## src/rtl/fifo_pkg.sv

```systemverilog
// ============================================================================
// Module      : fifo_pkg
// Description : Shared constants and helpers for the synchronous fifo family
//               and its stream read adapter.
// Revision    : 1.0 - initial release
// ============================================================================
`default_nettype none

package fifo_pkg;

    // Default data width and storage depth of the attached fifo
    localparam int FIFO_WIDTH     = 8;
    localparam int FIFO_DEPTH     = 8;

    // Smallest skid buffer that still sustains one word per cycle
    localparam int MIN_SKID_DEPTH = 2;

    // Pointer width needed to index 'depth' entries (never narrower than 1)
    function automatic int ptr_width(input int depth);
        return (depth <= 2) ? 1 : $clog2(depth);
    endfunction

endpackage

`default_nettype wire

```

## src/rtl/fifo_stream_reader_if.sv

```systemverilog
// ============================================================================
// Module      : fifo_stream_reader_if
// Description : FIFO read port plus downstream valid/ready stream, bundled
//               for the fifo_stream_reader adapter.
//               master : the adapter's view (drives rd_en and the stream)
//               slave  : the fifo/consumer side
// Revision    : 1.0 - initial release
// ============================================================================
`default_nettype none

interface fifo_stream_reader_if
    import fifo_pkg::*;
#(
    parameter int WIDTH = FIFO_WIDTH
);
    logic [WIDTH-1:0] fifo_dout_i;
    logic             fifo_empty_i;
    logic             fifo_rd_en_o;
    logic [WIDTH-1:0] m_data_o;
    logic             m_valid_o;
    logic             m_ready_i;

    modport master (
        input  fifo_dout_i,
        input  fifo_empty_i,
        input  m_ready_i,
        output fifo_rd_en_o,
        output m_data_o,
        output m_valid_o
    );

    modport slave (
        output fifo_dout_i,
        output fifo_empty_i,
        output m_ready_i,
        input  fifo_rd_en_o,
        input  m_data_o,
        input  m_valid_o
    );

endinterface

`default_nettype wire

```

## src/rtl/fifo_stream_skid.sv

```systemverilog
// ============================================================================
// Module      : fifo_stream_skid
// Description : Small circular skid buffer. Pushes land at the write pointer,
//               the head entry is always presented on o_head_data, and a pop
//               advances the read pointer. Push and pop in the same cycle
//               leave the occupancy unchanged.
// Revision    : 1.0 - initial release
// ============================================================================
`default_nettype none

module fifo_stream_skid
    import fifo_pkg::*;
#(
    parameter int WIDTH = FIFO_WIDTH,
    parameter int DEPTH = MIN_SKID_DEPTH,
    localparam int CNT_W = $clog2(DEPTH + 1)
) (
    input  wire logic             clk,
    input  wire logic             rst,
    input  wire logic             i_push,
    input  wire logic [WIDTH-1:0] i_push_data,
    input  wire logic             i_pop,
    output logic      [CNT_W-1:0] o_count,
    output logic      [WIDTH-1:0] o_head_data
);

    localparam int               c_ptr_w    = ptr_width(DEPTH);
    localparam logic [c_ptr_w-1:0] c_last_ptr = c_ptr_w'(DEPTH - 1);
    localparam logic [CNT_W-1:0] c_cnt_one  = CNT_W'(1);

    logic [WIDTH-1:0]   r_mem [DEPTH];
    logic [c_ptr_w-1:0] r_wr_ptr;
    logic [c_ptr_w-1:0] r_rd_ptr;
    logic [CNT_W-1:0]   r_count;
    logic [c_ptr_w-1:0] w_wr_ptr_nxt;
    logic [c_ptr_w-1:0] w_rd_ptr_nxt;

    // Pointers wrap at DEPTH, which need not be a power of two
    assign w_wr_ptr_nxt = (r_wr_ptr == c_last_ptr) ? '0 : r_wr_ptr + c_ptr_w'(1);
    assign w_rd_ptr_nxt = (r_rd_ptr == c_last_ptr) ? '0 : r_rd_ptr + c_ptr_w'(1);

    // Storage, pointers and occupancy; storage is cleared so the head reads 0 after reset
    always_ff @(posedge clk) begin
        if (rst) begin
            r_wr_ptr <= '0;
            r_rd_ptr <= '0;
            r_count  <= '0;
            for (int i = 0; i < DEPTH; i++) begin
                r_mem[i] <= '0;
            end
        end else begin
            if (i_push) begin
                r_mem[r_wr_ptr] <= i_push_data;
                r_wr_ptr        <= w_wr_ptr_nxt;
            end
            if (i_pop) begin
                r_rd_ptr <= w_rd_ptr_nxt;
            end
            case ({i_push, i_pop})
                2'b10:   r_count <= r_count + c_cnt_one;
                2'b01:   r_count <= r_count - c_cnt_one;
                default: r_count <= r_count;
            endcase
        end
    end

    assign o_count     = r_count;
    assign o_head_data = r_mem[r_rd_ptr];

endmodule

`default_nettype wire

```

## src/rtl/fifo_stream_reader.sv

```systemverilog
// ============================================================================
// Module      : fifo_stream_reader
// Description : Read-side adapter for the synchronous fifo. Issues fifo reads
//               against a credit count, absorbs the one-cycle read latency in
//               a skid buffer and presents the words as a valid/ready stream
//               at up to one word per cycle, in fifo order.
// Options     : FIFO_STREAM_READER_CNT_EN - adds xfer_cnt_o, a 16-bit
//               wrapping count of stream handshakes.
// Revision    : 1.0 - initial release
// ============================================================================
`default_nettype none

module fifo_stream_reader
    import fifo_pkg::*;
#(
    parameter int WIDTH     = FIFO_WIDTH,
    parameter int BUF_DEPTH = MIN_SKID_DEPTH
) (
    input  wire logic clk_i,
    input  wire logic reset_i,
    fifo_stream_reader_if.master bus
`ifdef FIFO_STREAM_READER_CNT_EN
    ,
    output logic [15:0] xfer_cnt_o
`endif
);

    localparam int             c_cnt_w = $clog2(BUF_DEPTH + 1);
    localparam logic [c_cnt_w:0] c_depth = (c_cnt_w + 1)'(BUF_DEPTH);

    logic               r_inflight;
    logic [c_cnt_w-1:0] w_buf_count;
    logic [WIDTH-1:0]   w_head_data;
    logic               w_pop;
    logic               w_rd_en;
    logic [c_cnt_w:0]   w_credit_used;

    assign w_pop = bus.m_valid_o & bus.m_ready_i;

    // Entries committed after this edge: buffered + in flight - leaving now.
    // A pop implies buf_count >= 1, so this never underflows. Deliberately
    // combinational from m_ready_i so a full buffer being drained can still
    // read in the same cycle and keep the stream gap-free.
    assign w_credit_used = {1'b0, w_buf_count}
                         + {{c_cnt_w{1'b0}}, r_inflight}
                         - {{c_cnt_w{1'b0}}, w_pop};

    assign w_rd_en = !reset_i && !bus.fifo_empty_i && (w_credit_used < c_depth);

    // A read issued this cycle returns its word on fifo_dout_i next cycle
    always_ff @(posedge clk_i) begin
        if (reset_i) begin
            r_inflight <= 1'b0;
        end else begin
            r_inflight <= w_rd_en;
        end
    end

    fifo_stream_skid #(
        .WIDTH (WIDTH),
        .DEPTH (BUF_DEPTH)
    ) u_skid (
        .clk         (clk_i),
        .rst         (reset_i),
        .i_push      (r_inflight),
        .i_push_data (bus.fifo_dout_i),
        .i_pop       (w_pop),
        .o_count     (w_buf_count),
        .o_head_data (w_head_data)
    );

    assign bus.fifo_rd_en_o = w_rd_en;
    assign bus.m_valid_o    = (w_buf_count != '0);
    assign bus.m_data_o     = w_head_data;

`ifdef FIFO_STREAM_READER_CNT_EN
    logic [15:0] r_xfer_cnt;

    // Count completed stream handshakes, wrapping naturally at 16 bits
    always_ff @(posedge clk_i) begin
        if (reset_i) begin
            r_xfer_cnt <= 16'd0;
        end else if (w_pop) begin
            r_xfer_cnt <= r_xfer_cnt + 16'd1;
        end
    end

    assign xfer_cnt_o = r_xfer_cnt;
`endif

endmodule

`default_nettype wire
```

## src/flat_wrapper.sv

```systemverilog
// flat-port wrapper written by rule: the top's interface ports become plain ports
module fifo_stream_reader_flat import fifo_pkg::*;
#(
    parameter int WIDTH     = FIFO_WIDTH,
    parameter int BUF_DEPTH = MIN_SKID_DEPTH
)
  (clk_i, reset_i, bus_fifo_dout_i, bus_fifo_empty_i, bus_m_ready_i, bus_fifo_rd_en_o, bus_m_data_o, bus_m_valid_o);
  fifo_stream_reader_if #(.WIDTH(WIDTH)) bus_i ();
  input  wire logic clk_i;
  input  wire logic reset_i;
  input wire logic [$bits(bus_i.fifo_dout_i)-1:0] bus_fifo_dout_i;
  input wire logic [$bits(bus_i.fifo_empty_i)-1:0] bus_fifo_empty_i;
  input wire logic [$bits(bus_i.m_ready_i)-1:0] bus_m_ready_i;
  output wire logic [$bits(bus_i.fifo_rd_en_o)-1:0] bus_fifo_rd_en_o;
  output wire logic [$bits(bus_i.m_data_o)-1:0] bus_m_data_o;
  output wire logic [$bits(bus_i.m_valid_o)-1:0] bus_m_valid_o;
  assign bus_i.fifo_dout_i = bus_fifo_dout_i;
  assign bus_i.fifo_empty_i = bus_fifo_empty_i;
  assign bus_i.m_ready_i = bus_m_ready_i;
  assign bus_fifo_rd_en_o = bus_i.fifo_rd_en_o;
  assign bus_m_data_o = bus_i.m_data_o;
  assign bus_m_valid_o = bus_i.m_valid_o;
  fifo_stream_reader #(.WIDTH(WIDTH), .BUF_DEPTH(BUF_DEPTH)) u_core (.clk_i(clk_i), .reset_i(reset_i), .bus(bus_i));
endmodule
```

## config.mk

```make
export PLATFORM = sky130hd
export DESIGN_NAME = fifo_stream_reader_flat
export DESIGN_NICKNAME = d
export VERILOG_FILES = /design/src/rtl/fifo_pkg.sv /design/src/rtl/fifo_stream_reader_if.sv /design/src/rtl/fifo_stream_skid.sv /design/src/rtl/fifo_stream_reader.sv /design/src/flat_wrapper.sv
export SDC_FILE = /design/constraint.sdc
export NUM_CORES = 1
export LEC_CHECK = 0
export ABC_AREA = 1
export BUFFER_PORTS_ARGS = -buffer_cell sky130_fd_sc_hd__buf_4
export CELL_PAD_IN_SITES_DETAIL_PLACEMENT = 0
export CELL_PAD_IN_SITES_GLOBAL_PLACEMENT = 2
export CORE_MARGIN = 5
export CORE_UTILIZATION = 33
export DETAILED_ROUTE_END_ITERATION = 12
export PLACE_DENSITY_LB_ADDON = 0.3
export SLEW_MARGIN = 20
export SYNTH_ARGS = -nofsm -noshare
export SYNTH_HDL_FRONTEND = slang
export SYNTH_SLANG_ARGS = --single-unit
```

## constraint.sdc

```tcl
create_clock -name clk_i -period 2.79 [get_ports clk_i]
set_input_delay 0.558 -clock clk_i [delete_from_list [all_inputs] [get_ports clk_i]]
set_output_delay 0.558 -clock clk_i [all_outputs]
set_load 0.02 [all_outputs]
```

## Word level (Yosys, flattened, before mapping)

Memory sizes are Yosys's and may differ from the RTL's. A register that Yosys moved wholly into a read port is not among the register bits.
Index checks and enable logic that the tools add are counted.

- Bits in registers: 5
- Memory bits (writable): 16
- Input port bits: 12
- Word-level logic and storage cells: 35
- Memories: 1

- Add/sub/neg operators: 6
- Order comparisons: 1
- Equality and inequality tests: 2
- Multiplexer cells: 13
- Bitwise operators: 1
- Reduce and logical (&&, ||, !) cells: 7

Memory list:

| name | depth | width | rd ports | clocked after memory_dff | wr ports | RTL line | text |
|---|---|---|---|---|---|---|---|
| u_core.u_skid.r_mem | 2 | 8 | 1 | 1 | 2 | fifo_stream_skid.sv:31 | `logic [WIDTH-1:0] r_mem [DEPTH];` |

Operators with widths:

| cell | number |
|---|---|
| $mux W1 | 11 |
| $mux W8 | 1 |
| $reduce_or A8 Y1 | 1 |
| $pmux W2 S2 | 1 |
| $reduce_bool A2 Y1 | 2 |
| $add A2 B1 Y3 | 1 |
| $lt A3 B2 Y1 const B | 1 |
| $sub A3 B1 Y3 | 1 |
| $add A1 B1 Y1 const B | 2 |
| $add A2 B1 Y2 const B | 1 |
| $eq A2 B1 Y1 const B | 1 |
| $eq A2 B2 Y1 const B | 1 |
| $logic_and A1 B1 Y1 | 2 |
| $logic_not A1 Y1 | 2 |
| $sub A2 B1 Y2 const B | 1 |
| $and A1 B1 Y1 | 1 |

## Logic depth before layout (Yosys ltp)

- Depth after elaboration: 5
- Depth in mapped cells: 10
- Depth with buffers taken out: 10

## Cells and area by module

Synthesis repeated with hierarchy kept, for this count alone.

- Cells, all modules: 98
- Area, all modules: 1,058.5 um2

Modules (own cells, without submodules):

| module | times used | cells each | area each (um2) | seq. area each (um2) |
|---|---|---|---|---|
| fifo_stream_skid | 1 | 81 | 944.7 | 580.6 |
| fifo_stream_reader | 1 | 17 | 113.9 | 20.0 |

## Least setup slack after synthesis

No wires, ideal clock.

- Kind: input to output
- Start: input port bus_m_ready_i
- End: output port bus_fifo_rd_en_o
- Data arrival time: 1.985 ns
- Data required time: 2.232 ns
- Slack: 0.247 ns
- Cell stages on the path: 8
- Buffers on the path: 0
- Path through: nand2_4 > clkinv_4 > ha_1 > nor2_1 > inv_1 > fa_1 > nand2_1 > nor2_1

- Word-level cells in the longest chain between the ends: 4

Ends and longest elaborated chain:

| what | RTL line | text |
|---|---|---|
| from (decl) | flat_wrapper.sv:13 | `input wire logic [$bits(bus_i.m_ready_i)-1:0] bus_m_ready_i;` |
| $and A1 B1 Y1 | fifo_stream_reader.sv:38 | `assign w_pop = bus.m_valid_o & bus.m_ready_i;` |
| net u_core.u_skid.i_pop | fifo_stream_skid.sv:22 | `input wire logic i_pop,` |
| $sub A3 B1 Y3 | fifo_stream_reader.sv:46 | `- {{c_cnt_w{1'b0}}, w_pop};` |
| $lt A3 B2 Y1 | fifo_stream_reader.sv:48 | `assign w_rd_en = !reset_i && !bus.fifo_empty_i && (w_credit_used < c_depth);` |
| $logic_and A1 B1 Y1 | fifo_stream_reader.sv:48 |  |
| to (decl) | flat_wrapper.sv:14 | `output wire logic [$bits(bus_i.fifo_rd_en_o)-1:0] bus_fifo_rd_en_o;` |

The timed path passes the listed nets, and every way through them passes these cells.

## Worst setup path in the final report

- Start: register u_core.u_skid.r_count[0], in the netlist u_core.u_skid.o_count[0]
- End: output port bus_fifo_rd_en_o

- Word-level cells in the longest chain between the ends: 5
- Elaborated cells between the ends (all ways): 6

Ends and longest elaborated chain:

| what | RTL line | text |
|---|---|---|
| from (decl) | fifo_stream_skid.sv:34 | `logic [CNT_W-1:0] r_count;` |
| from (signal assigned) | fifo_stream_skid.sv:60 | `2'b10: r_count <= r_count + c_cnt_one;` |
| from (signal assigned) | fifo_stream_skid.sv:61 | `2'b01: r_count <= r_count - c_cnt_one;` |
| from (signal assigned) | fifo_stream_skid.sv:62 | `default: r_count <= r_count;` |
| $reduce_bool A2 Y1 | fifo_stream_reader.sv:73 | `assign bus.m_valid_o = (w_buf_count != '0);` |
| $and A1 B1 Y1 | fifo_stream_reader.sv:38 |  |
| net u_core.u_skid.i_pop | fifo_stream_skid.sv:22 |  |
| $sub A3 B1 Y3 | fifo_stream_reader.sv:46 |  |
| $lt A3 B2 Y1 | fifo_stream_reader.sv:48 |  |
| $logic_and A1 B1 Y1 | fifo_stream_reader.sv:48 |  |

The timed path passes the listed nets, and every way through them passes these cells.

==> metrics <==
number of synthesized flops with an enable pin=16; Worst Tran Pin Value=382 ps; CTS Buf Count=3; Ports=22; post-route minimum period=2660 ps; Final GP Congestion=0.797; Rows=20; vias in the first global route=709; Area Growth Syn to Fin=29.0%; worst r2r src=u_core.u_skid.o_count[0]; most frequent cells in the layout=nor2_1, buf_4, edfxtp_1; Detailed Place HPWL=1310 µm; CTS Root Cell=clkbuf_4; pwr/cell area=862 mW/mm²; fin. max-slew vios=0; ANT nets after route=0; largest net degree at the start of global routing=13; WL final=1820 µm; CP Capture Type=primary output; first-pass GRT wire length=3080 µm; R2R setup slack=960 ps; synth unique cells=20; Pleak=0.609 nW; Die Area=0.00432 mm²; simple-gate share of the synthesized area=18.9%; Critical Path Fanout Max=3; Final Cycle Share=95.4%; drt drc=0; Max-Cap Viols=0; outcome=complete, no violations; setup violators final=0; Crit path required time=2230 ps; Placed Cells=162; xor/xnor share of the synthesized area=0.854%; register area share after synthesis=58.5%; critical setup path kind=flip-flop to primary output; skew final=7.15 ps; crit path launch type=flip-flop; htree depth=1; post-synthesis compound-gate area fraction=1.34%; Slew HR=74.5%; fillcell total=305; largest family of logic cells by synthesized area=simple AND/OR/NAND/NOR gates; via count=690; mapped cell area=0.00103 mm²; ys flop type=edfxtp_1; reg2reg end=u_core.r_inflight; share of layout cells above drive strength 1=42.1%; TritonCTS clock tree=built; Post-Syn Instances=97; Clock Pin Slew Worst Setup and Hold Paths=130 ps; Synth Area in Adders=4.39%; Seq cells post-synth=22; multiplexer share of the synthesized area=8.78%; hold_buf cts=0; worst vdd ir=0.000521 V; Tot GR Track Use=9.42%; Non-Filler Instances=170; Overflow after GRT=0; Routed WL per cell=10.7 µm; Util after Layout=43.7%; Core Area=0.00303 mm²; Final #Nets=142; syn_nets=112; initial antenna violation count=0; Port Buf Inserts=21; Avg Inst Size Synth=10.6 µm²; hold_sp=bus_fifo_empty_i; clock latency on the worst-skew pair=300 ps; Via density=4.06; Clock Path Buffers=2; die height=65.8 µm; Reg2Reg Depth=11; FMAX=0.376 GHz; Final Hold Fails=0; Initial Util=33.9%; crit path DAT=2100 ps; Die Width=65.8 µm; diodes inserted=0; Sinks on Clock Net=22; async set or reset register ratio after synthesis=0%; worst hold path depth=4; Iter 0 DRT Violations=27; hold crit path type=input port to flip-flop; Worst Hold Path EP=u_core.r_inflight; TritonRoute pass-1 iters=4; yosys warns=0
==> what timing repair did <==
action	CTS	global route
setup endpoints to repair	1	1
resized for setup	2	1
pin swaps	0	2
setup buffers	1	3
==> cells by family (layout without fill, tap and decap cells) <==
logic type / Yosys count / after routing
mux: 8 / 8
flops: 22 / 22
fa+ha+maj: 3 / 3
compound gates: 2 / 2
xor+xnor: 1 / 1
simple gates: 43 / 43
buf+inv: 18 / 47
==> per-layer routing <==
layer | vias up | wire (µm) | GRT usage (%)
met3 | 2 | 113 | 2.39
met5 | - | 0 | 0
met4 | 0 | 15 | 2.33
met1 | 311 | 734 | 11.4
met2 | 13 | 951 | 16.5
li1 | 364 | - | -
==> cells in the mapped netlist, types with 2 or more instances <==
library cell / n / area share [%]
nand2_1: 8 / 2.9
mux2_2: 8 / 8.8
nor2_1: 27 / 9.9
dfxtp_1: 6 / 12
inv_2: 4 / 1.5
nor2_2: 2 / 1.2
inv_1: 12 / 4.4
ha_1: 2 / 2.4
edfxtp_1: 16 / 47
nand2_4: 2 / 2.2
==> sequential cells by signal, summed over array words and instances, names as in the netlist, named ones only <==
name / flops
u_core.u_skid.r_mem: 16
u_core.u_skid.o_count: 2
u_core.r_inflight: 1
u_core.u_skid.r_rd_ptr: 1
u_core.u_skid.r_wr_ptr: 1
==> critical path: stages, from the launching register on <==
cell and delay, ps:
dfxtp_2 350, inv_2 80, nand2_4 60, nand2_4 70, clkinv_4 60, ha_4 240, nor2_2 100, inv_1 60
fa_1 370, xor2_1 180, nor2_1 90, buf_4 140
==> per-stage QoR <==
step                      setup TNS (ps)  setup slack (ps)  area (µm²)  power, W  hold WS (ps)
final                                  0               127        1320   0.00114           490
after floorplan                        0               247        1030  0.000771           470
after global placement                 0               125        1240  0.000911           492
after global routing               -14.1             -14.1        1320   0.00123           496
after CTS                              0              11.5        1290   0.00111           495
after detailed placement               0               112        1240  0.000915           504
==> final cells by class <==
type / instances / area, µm² / area share, %
clock buffers: 4 / 36.3 / 2.74
inverters: 17 / 68.8 / 5.20
multi-input cells: 57 / 367 / 27.7
flip-flops and latches: 22 / 602 / 45.5
well taps: 44 / 55.1 / 4.16
repair buffers: 26 / 195 / 14.7
==> how the worst max path moves through the flow <==
stage | from | endpoint | slack [ps]
2_1_floorplan | bus_m_ready_i | bus_fifo_rd_en_o | 250
3_3_place_gp | bus_m_ready_i | bus_fifo_rd_en_o | 130
3_5_place_dp | bus_m_ready_i | bus_fifo_rd_en_o | 110
4_1_cts | u_core.u_skid.o_count[0] | bus_fifo_rd_en_o | 10
5_1_grt | u_core.u_skid.o_count[0] | bus_fifo_rd_en_o | -10
6_report | u_core.u_skid.o_count[0] | bus_fifo_rd_en_o | 130
==> power breakdown <==
group | switching [W] | internal (W)
Combinational | 0.000268 | 0.000239
Sequential | 0.0000396 | 0.000420
Clock | 0.0000955 | 0.0000795
Total | 0.000403 | 0.000738
No activity file was read; power rests on OpenSTA's default activity.
